**src/rtl/altr_hps_cgate_pkg.sv**
```systemverilog
// Shared definitions for the HPS clock-gate controller: FSM encoding and defaults.
package altr_hps_cgate_pkg;

  typedef enum logic [1:0] {
    StRun   = 2'd0,
    StCount = 2'd1,
    StGated = 2'd2,
    StWake  = 2'd3
  } cgate_state_e;

  localparam int unsigned WakeDlyDefault = 2;
  localparam int unsigned CntWDefault    = 4;

endpackage

```
**src/rtl/altr_hps_cgate_idle_cnt.sv**
```systemverilog
// Idle-cycle counter: load to 1, increment with saturation, clear, and threshold compare.
module altr_hps_cgate_idle_cnt #(
  parameter int unsigned CntW = 4
) (
  input  logic            clk_i,
  input  logic            rst_i,
  input  logic            clr_i,
  input  logic            load_i,
  input  logic            inc_i,
  input  logic [CntW-1:0] thresh_i,
  output logic            hit_o
);

  logic [CntW-1:0] cnt_q, cnt_d;

  // Next count: clear wins over load, load over increment; saturates at all-ones.
  always_comb begin
    cnt_d = cnt_q;
    if (clr_i) begin
      cnt_d = '0;
    end else if (load_i) begin
      cnt_d = CntW'(1);
    end else if (inc_i && (cnt_q != {CntW{1'b1}})) begin
      cnt_d = cnt_q + CntW'(1);
    end
  end

  // Counter register with synchronous reset.
  always_ff @(posedge clk_i) begin
    if (rst_i) begin
      cnt_q <= '0;
    end else begin
      cnt_q <= cnt_d;
    end
  end

  // >= rather than == so a threshold lowered below the running count still gates.
  assign hit_o = (thresh_i != '0) && (cnt_q >= thresh_i);

endmodule

```
**src/rtl/altr_hps_cgate_ctrl.sv**
```systemverilog
// Clock-gate controller: gates the downstream clock after a programmable idle period
// and ungates it on activity or an explicit wake request.
module altr_hps_cgate_ctrl
  import altr_hps_cgate_pkg::*;
#(
  parameter int unsigned CNT_W    = CntWDefault,
  parameter int unsigned WAKE_DLY = WakeDlyDefault
) (
  input  logic             clk,
  input  logic             rst,
  input  logic             busy_in,
  input  logic             wake_req,
  input  logic [CNT_W-1:0] cfg_idle_thresh,
  input  logic             cfg_bypass,
  output logic             cg_en,
  output logic             wake_ack,
  output logic             gated_sts
);

  // Wide enough to hold WAKE_DLY, never zero width.
  localparam int unsigned WakeW = $clog2(WAKE_DLY + 2);

  cgate_state_e     state_q, state_d;
  logic [WakeW-1:0] wake_cnt_q, wake_cnt_d;
  logic             cg_en_q, wake_ack_q, gated_sts_q;
  logic             ack_d;
  logic             cnt_clr, cnt_load, cnt_inc, idle_hit;

  altr_hps_cgate_idle_cnt #(
    .CntW (CNT_W)
  ) u_idle_cnt (
    .clk_i    (clk),
    .rst_i    (rst),
    .clr_i    (cnt_clr),
    .load_i   (cnt_load),
    .inc_i    (cnt_inc),
    .thresh_i (cfg_idle_thresh),
    .hit_o    (idle_hit)
  );

  // Next-state, idle counter control and wake delay counting.
  always_comb begin
    state_d    = state_q;
    wake_cnt_d = wake_cnt_q;
    ack_d      = 1'b0;
    cnt_clr    = 1'b0;
    cnt_load   = 1'b0;
    cnt_inc    = 1'b0;
    if (cfg_bypass) begin
      state_d    = StRun;
      wake_cnt_d = '0;
      cnt_clr    = 1'b1;
    end else begin
      unique case (state_q)
        StRun: begin
          if (!busy_in && (cfg_idle_thresh != '0)) begin
            state_d  = StCount;
            cnt_load = 1'b1;
          end else begin
            cnt_clr = 1'b1;
          end
        end
        StCount: begin
          // A threshold of zero disables gating even if written mid-count.
          if (busy_in || wake_req || (cfg_idle_thresh == '0)) begin
            state_d = StRun;
            cnt_clr = 1'b1;
          end else if (idle_hit) begin
            state_d = StGated;
            cnt_clr = 1'b1;
          end else begin
            cnt_inc = 1'b1;
          end
        end
        StGated: begin
          if (busy_in || wake_req) begin
            state_d    = StWake;
            wake_cnt_d = '0;
          end
        end
        StWake: begin
          if (wake_cnt_q == WakeW'(WAKE_DLY)) begin
            state_d    = StRun;
            wake_cnt_d = '0;
            ack_d      = 1'b1;
          end else begin
            wake_cnt_d = wake_cnt_q + WakeW'(1);
          end
        end
        default: begin
          state_d = StRun;
          cnt_clr = 1'b1;
        end
      endcase
    end
  end

  // State and output registers; outputs come straight from flops so cg_en cannot glitch.
  always_ff @(posedge clk) begin
    if (rst) begin
      state_q     <= StRun;
      wake_cnt_q  <= '0;
      cg_en_q     <= 1'b1;
      wake_ack_q  <= 1'b0;
      gated_sts_q <= 1'b0;
    end else begin
      state_q     <= state_d;
      wake_cnt_q  <= wake_cnt_d;
      cg_en_q     <= cfg_bypass || (state_q != StGated);
      wake_ack_q  <= ack_d;
      gated_sts_q <= !cfg_bypass && (state_q == StGated);
    end
  end

  assign cg_en     = cg_en_q;
  assign wake_ack  = wake_ack_q;
  assign gated_sts = gated_sts_q;

endmodule

```
**config.mk**
```make
export PLATFORM = sky130hd
export DESIGN_NAME = altr_hps_cgate_ctrl
export DESIGN_NICKNAME = d
export VERILOG_FILES = /design/src/rtl/altr_hps_cgate_pkg.sv /design/src/rtl/altr_hps_cgate_idle_cnt.sv /design/src/rtl/altr_hps_cgate_ctrl.sv
export SDC_FILE = /design/constraint.sdc
export NUM_CORES = 1
export LEC_CHECK = 0
export CAP_MARGIN = 20
export CORE_UTILIZATION = 44
export DETAILED_ROUTE_END_ITERATION = 16
export PLACE_DENSITY_LB_ADDON = 0.05
export SETUP_SLACK_MARGIN = 0.2
export SLEW_MARGIN = 20
export SYNTH_ARGS = -nofsm -noshare
export SYNTH_HDL_FRONTEND = slang
export SYNTH_HIERARCHICAL = 1
export SYNTH_SLANG_ARGS = --single-unit
```
**constraint.sdc**
```tcl
create_clock -name clk -period 2.5 [get_ports clk]
set_input_delay 0.375 -clock clk [delete_from_list [all_inputs] [get_ports clk]]
set_output_delay 0.375 -clock clk [all_outputs]
set_load 0.05 [all_outputs]
```
==> results by group, run 1 <==
Min path
  • Min-delay src: wake_cnt_q[1]
  • Hold path depth: 2
  • Hold crit path type: register to register
  • Worst Hold End: wake_ack

Place
  • Post-DP HPWL: 1126 um
  • IO buf count: 11
  • Final Wtd Congestion: 0.7207
  • Dpl cell area: 894.6 sq um

Cells and area
  • Final instance area: 993.5 sq um
  • Area of the multi-input gates: 456.7 sq um
  • # diodes: 0
  • Fraction of final layout cells sized beyond drive strength 1: 34.58%
  • Fill cells: 98
  • Commonest non-fill, non-tap cell in the layout: buf_4
  • Layout area overhead: 57.85%
  • FF+latch area: 222.7 sq um
  • Final #Nets: 122
  • Most frequent cells in the layout: buf_4, dfxtp_1, inv_1, clkdlybuf4s50_1

Worst setup path
  • Reg2Reg Setup Slack: 0.17 ns
  • RR Startpoint: u_idle_cnt/cnt_q[0]
  • Crit-path max FO: 5
  • Crit start category: input port
  • R2R cell count: 11
  • CP endpoint kind: register
  • CP max-delay cell: or4_4
  • Largest stage delay on the critical path: 0.44 ns
  • Reg2reg end: u_idle_cnt/cnt_q[2]
  • Worst Path Class, Setup: input port to register
  • Arrival time worst endpoint: 2.47 ns
  • Worst path required time: 2.62 ns
  • Cells along the critical path: dlygate4sd2_1 -> inv_1 -> ha_1 -> o21ai_2 -> a21oi_1 -> o31a_1 -> or4_4 -> nor4_4 -> buf_4 -> nand2_1 -> nor2_1 -> a2111oi_4

Timing
  • Layout Skew: 0.001274 ns
  • Endpoints failing setup: 0
  • FMAX: 426.9 MHz
  • Minimum clock period: 2.343 ns
  • Least-Margin Pin Slew: 0.7371 ns
  • RSZ-0062 raised after global routing: true
  • Count of final hold-check violations: 0
  • Slew HR: 50.48%
  • Final Max Slew Viols: 0
  • Total Neg Setup Slack: 0 ns
  • Final Cycle Share: 93.71%

CTS
  • CTS buffer count: 3
  • Max Buffers Root-to-Sink: 2
  • Clock-pin slew on the worst setup and hold paths: 0.07 ns
  • H-tree depth: 1
  • Clock Root Buffer: clkbuf_4
  • CTS tree: done
  • Clock Sinks: 11
  • Clk Latency, worst-skew pair: 0.27 ns
  • Hold-fix buffers, CTS: 0

Detailed routing
  • WL final: 1572 um
  • Wire per inst: 12.89 um
  • First-pass iteration count of the detailed router: 4
  • DR vias/cell: 5.648
  • DR iter-0 viols: 14
  • DR vias: 689
  • Drt drc: 0
  • Remaining antenna violation count: 0

Power and ir drop
  • Max IR drop VDD: 0.0003238 V
  • Static Leakage: 0.3842 nW
  • Power density over the cells: 361.5 nW/um^2

GRT
  • Aggregate global routing overflow: 0
  • First-pass GRT wire length: 2366 um
  • Initial antenna violation count: 0
  • Largest net degree at the start of global routing: 12
  • Total GRT Usage: 23.41%
  • Vias in the first global route: 574

Yosys
  • Cell variety after synth: 29
  • Post-Synthesis Net Count: 91
  • Post-Syn Area: 629.4 sq um
  • Mean Syn Cell Area: 8.173 sq um
  • Syn Inst Count: 77
  • Seq/Total Area, Yosys: 34.99%
  • FF+latch count, synth: 11
  • Syn. warnings: 6

Floorplanning
  • Starting Density: 47.77%
  • Die height: 39.82 um
  • Row count: 13
  • I/O pin total: 12
  • Die Span X: 39.82 um
  • Die footprint: 1586 sq um
  • Core area: 1318 sq um

Flow run
  • Number of max-cap violations: 0

Run status
  • Outcome: finished clean
[power by group]
group,switching (mW),internal (mW)
Clock,0.0598,0.0618
Sequential,0.00208,0.176
Combinational,0.0265,0.0328
Total,0.0884,0.271
[worst max path at each step]
stage                                    from                  end  slack [ns]  depth (start not counted)
after global routing      u_idle_cnt/cnt_q[0]  u_idle_cnt/cnt_q[2]        0.05                         11
after CTS                 u_idle_cnt/cnt_q[0]  u_idle_cnt/cnt_q[2]        0.15                         10
after detailed placement   cfg_idle_thresh[1]  u_idle_cnt/cnt_q[1]       -0.45                         12
after global placement     cfg_idle_thresh[1]  u_idle_cnt/cnt_q[1]       -0.41                         12
final                      cfg_idle_thresh[2]  u_idle_cnt/cnt_q[2]        0.16                         12
after floorplan            cfg_idle_thresh[0]  u_idle_cnt/cnt_q[3]        0.08                          8
[Yosys cell counts]
library cell  count  area (sq um)
a21oi_1           6         30.03
buf_2             1         5.000
o21a_1            1         7.510
o31a_1            2         17.52
inv_1             9         33.78
nor4_1            3         18.77
or2_2             1         6.260
a211oi_1          1         7.510
or3_1             1         6.260
nor2_1            6         22.52
ha_1              5         62.56
a2111oi_0         1         8.760
nor4bb_1          1         10.01
o31ai_1           1         7.510
dfxtp_1          11         220.2
nand4_1           1         6.260
and4b_1           1         10.01
o21bai_1          1         7.510
nor3_1            7         35.03
or4_1             2         15.01
and3_1            2         12.51
o311a_2           1         11.26
o21ai_0           3         15.01
nand4b_1          1         8.760
clkbuf_1          1         3.750
a311oi_1          1         8.760
a2111oi_1         1         10.01
nand2_1           3         11.26
nand3_1           2         10.01
[per-stage QoR]
step / total power, mW / setup WS, ns / utilization, % / instances / hold slack [ns]
final: 0.3592 / 0.1573 / 75.40 / 122 / 0.5357
after global routing: 0.3814 / 0.05269 / 75.40 / 122 / 0.5701
after CTS: 0.3605 / 0.1462 / 72.46 / 121 / 0.5361
after detailed placement: 0.2362 / -0.4483 / 67.90 / 116 / 0.5233
after global placement: 0.2350 / -0.4141 / 67.90 / 116 / 0.5209
after floorplan: 0.2022 / 0.08095 / - / 77 / 0.4518
[registers in the layout (all words and copies together) (netlist names), named ones only]
signal	count
cg_en	1
gated_sts	1
state_q	1
u_idle_cnt/cnt_q	4
wake_ack	1
wake_cnt_q	2
[layer usage]
metal | vias up | GRT usage [%] | routed length, um
met1 | 315 | 28.57 | 716
met5 | - | 0 | 0
li1 | 351 | - | -
met3 | 4 | 5.114 | 73
met2 | 19 | 36.07 | 745
met4 | 0 | 15.52 | 36
[final cells by class]
cell class / instances / share of cell area, %
multi-input combinational: 55 / 45.97
timing repair buffer: 28 / 23.68
sequential: 11 / 22.42
inverter: 9 / 3.401
clock buffer: 4 / 2.645
tap: 15 / 1.889
[repair_timing]
| item | in CTS | in global routing |
|---|---|---|
| resized for setup | 14 | 6 |
| pin swaps | 10 | 4 |
| buffers inserted | 1 | 1 |
| setup endpoints to repair | 4 | 4 |
[worst max-delay path: cells and delay by family]
family	cells	cell delay (ns)
simple gates	4	0.86
compound gates	4	0.52
fa+ha+maj	1	0.28
buf+inv	3	0.45
[kinds of logic after synthesis]
group,synth area share [%]
AO/OA/AOI/OAI,20.88
flip-flops,34.99
AND/OR/NAND/NOR,27.44
adder cells (fa/ha/maj),9.940
buffers and inverters,6.758
No activity file was read; power rests on OpenSTA's default activity.
==> run 2: changes to the inputs <==
--- a/config.mk
+++ b/config.mk
@@ -10,7 +10,7 @@
 export DETAILED_ROUTE_END_ITERATION = 16
 export PLACE_DENSITY_LB_ADDON = 0.05
 export SETUP_SLACK_MARGIN = 0.2
-export SLEW_MARGIN = 20
+export SLEW_MARGIN = 15
 export SYNTH_ARGS = -nofsm -noshare
 export SYNTH_HDL_FRONTEND = slang
 export SYNTH_HIERARCHICAL = 1
==> results of run 2 <==
Final layout, timing and power as in run 1 (identical DEF).
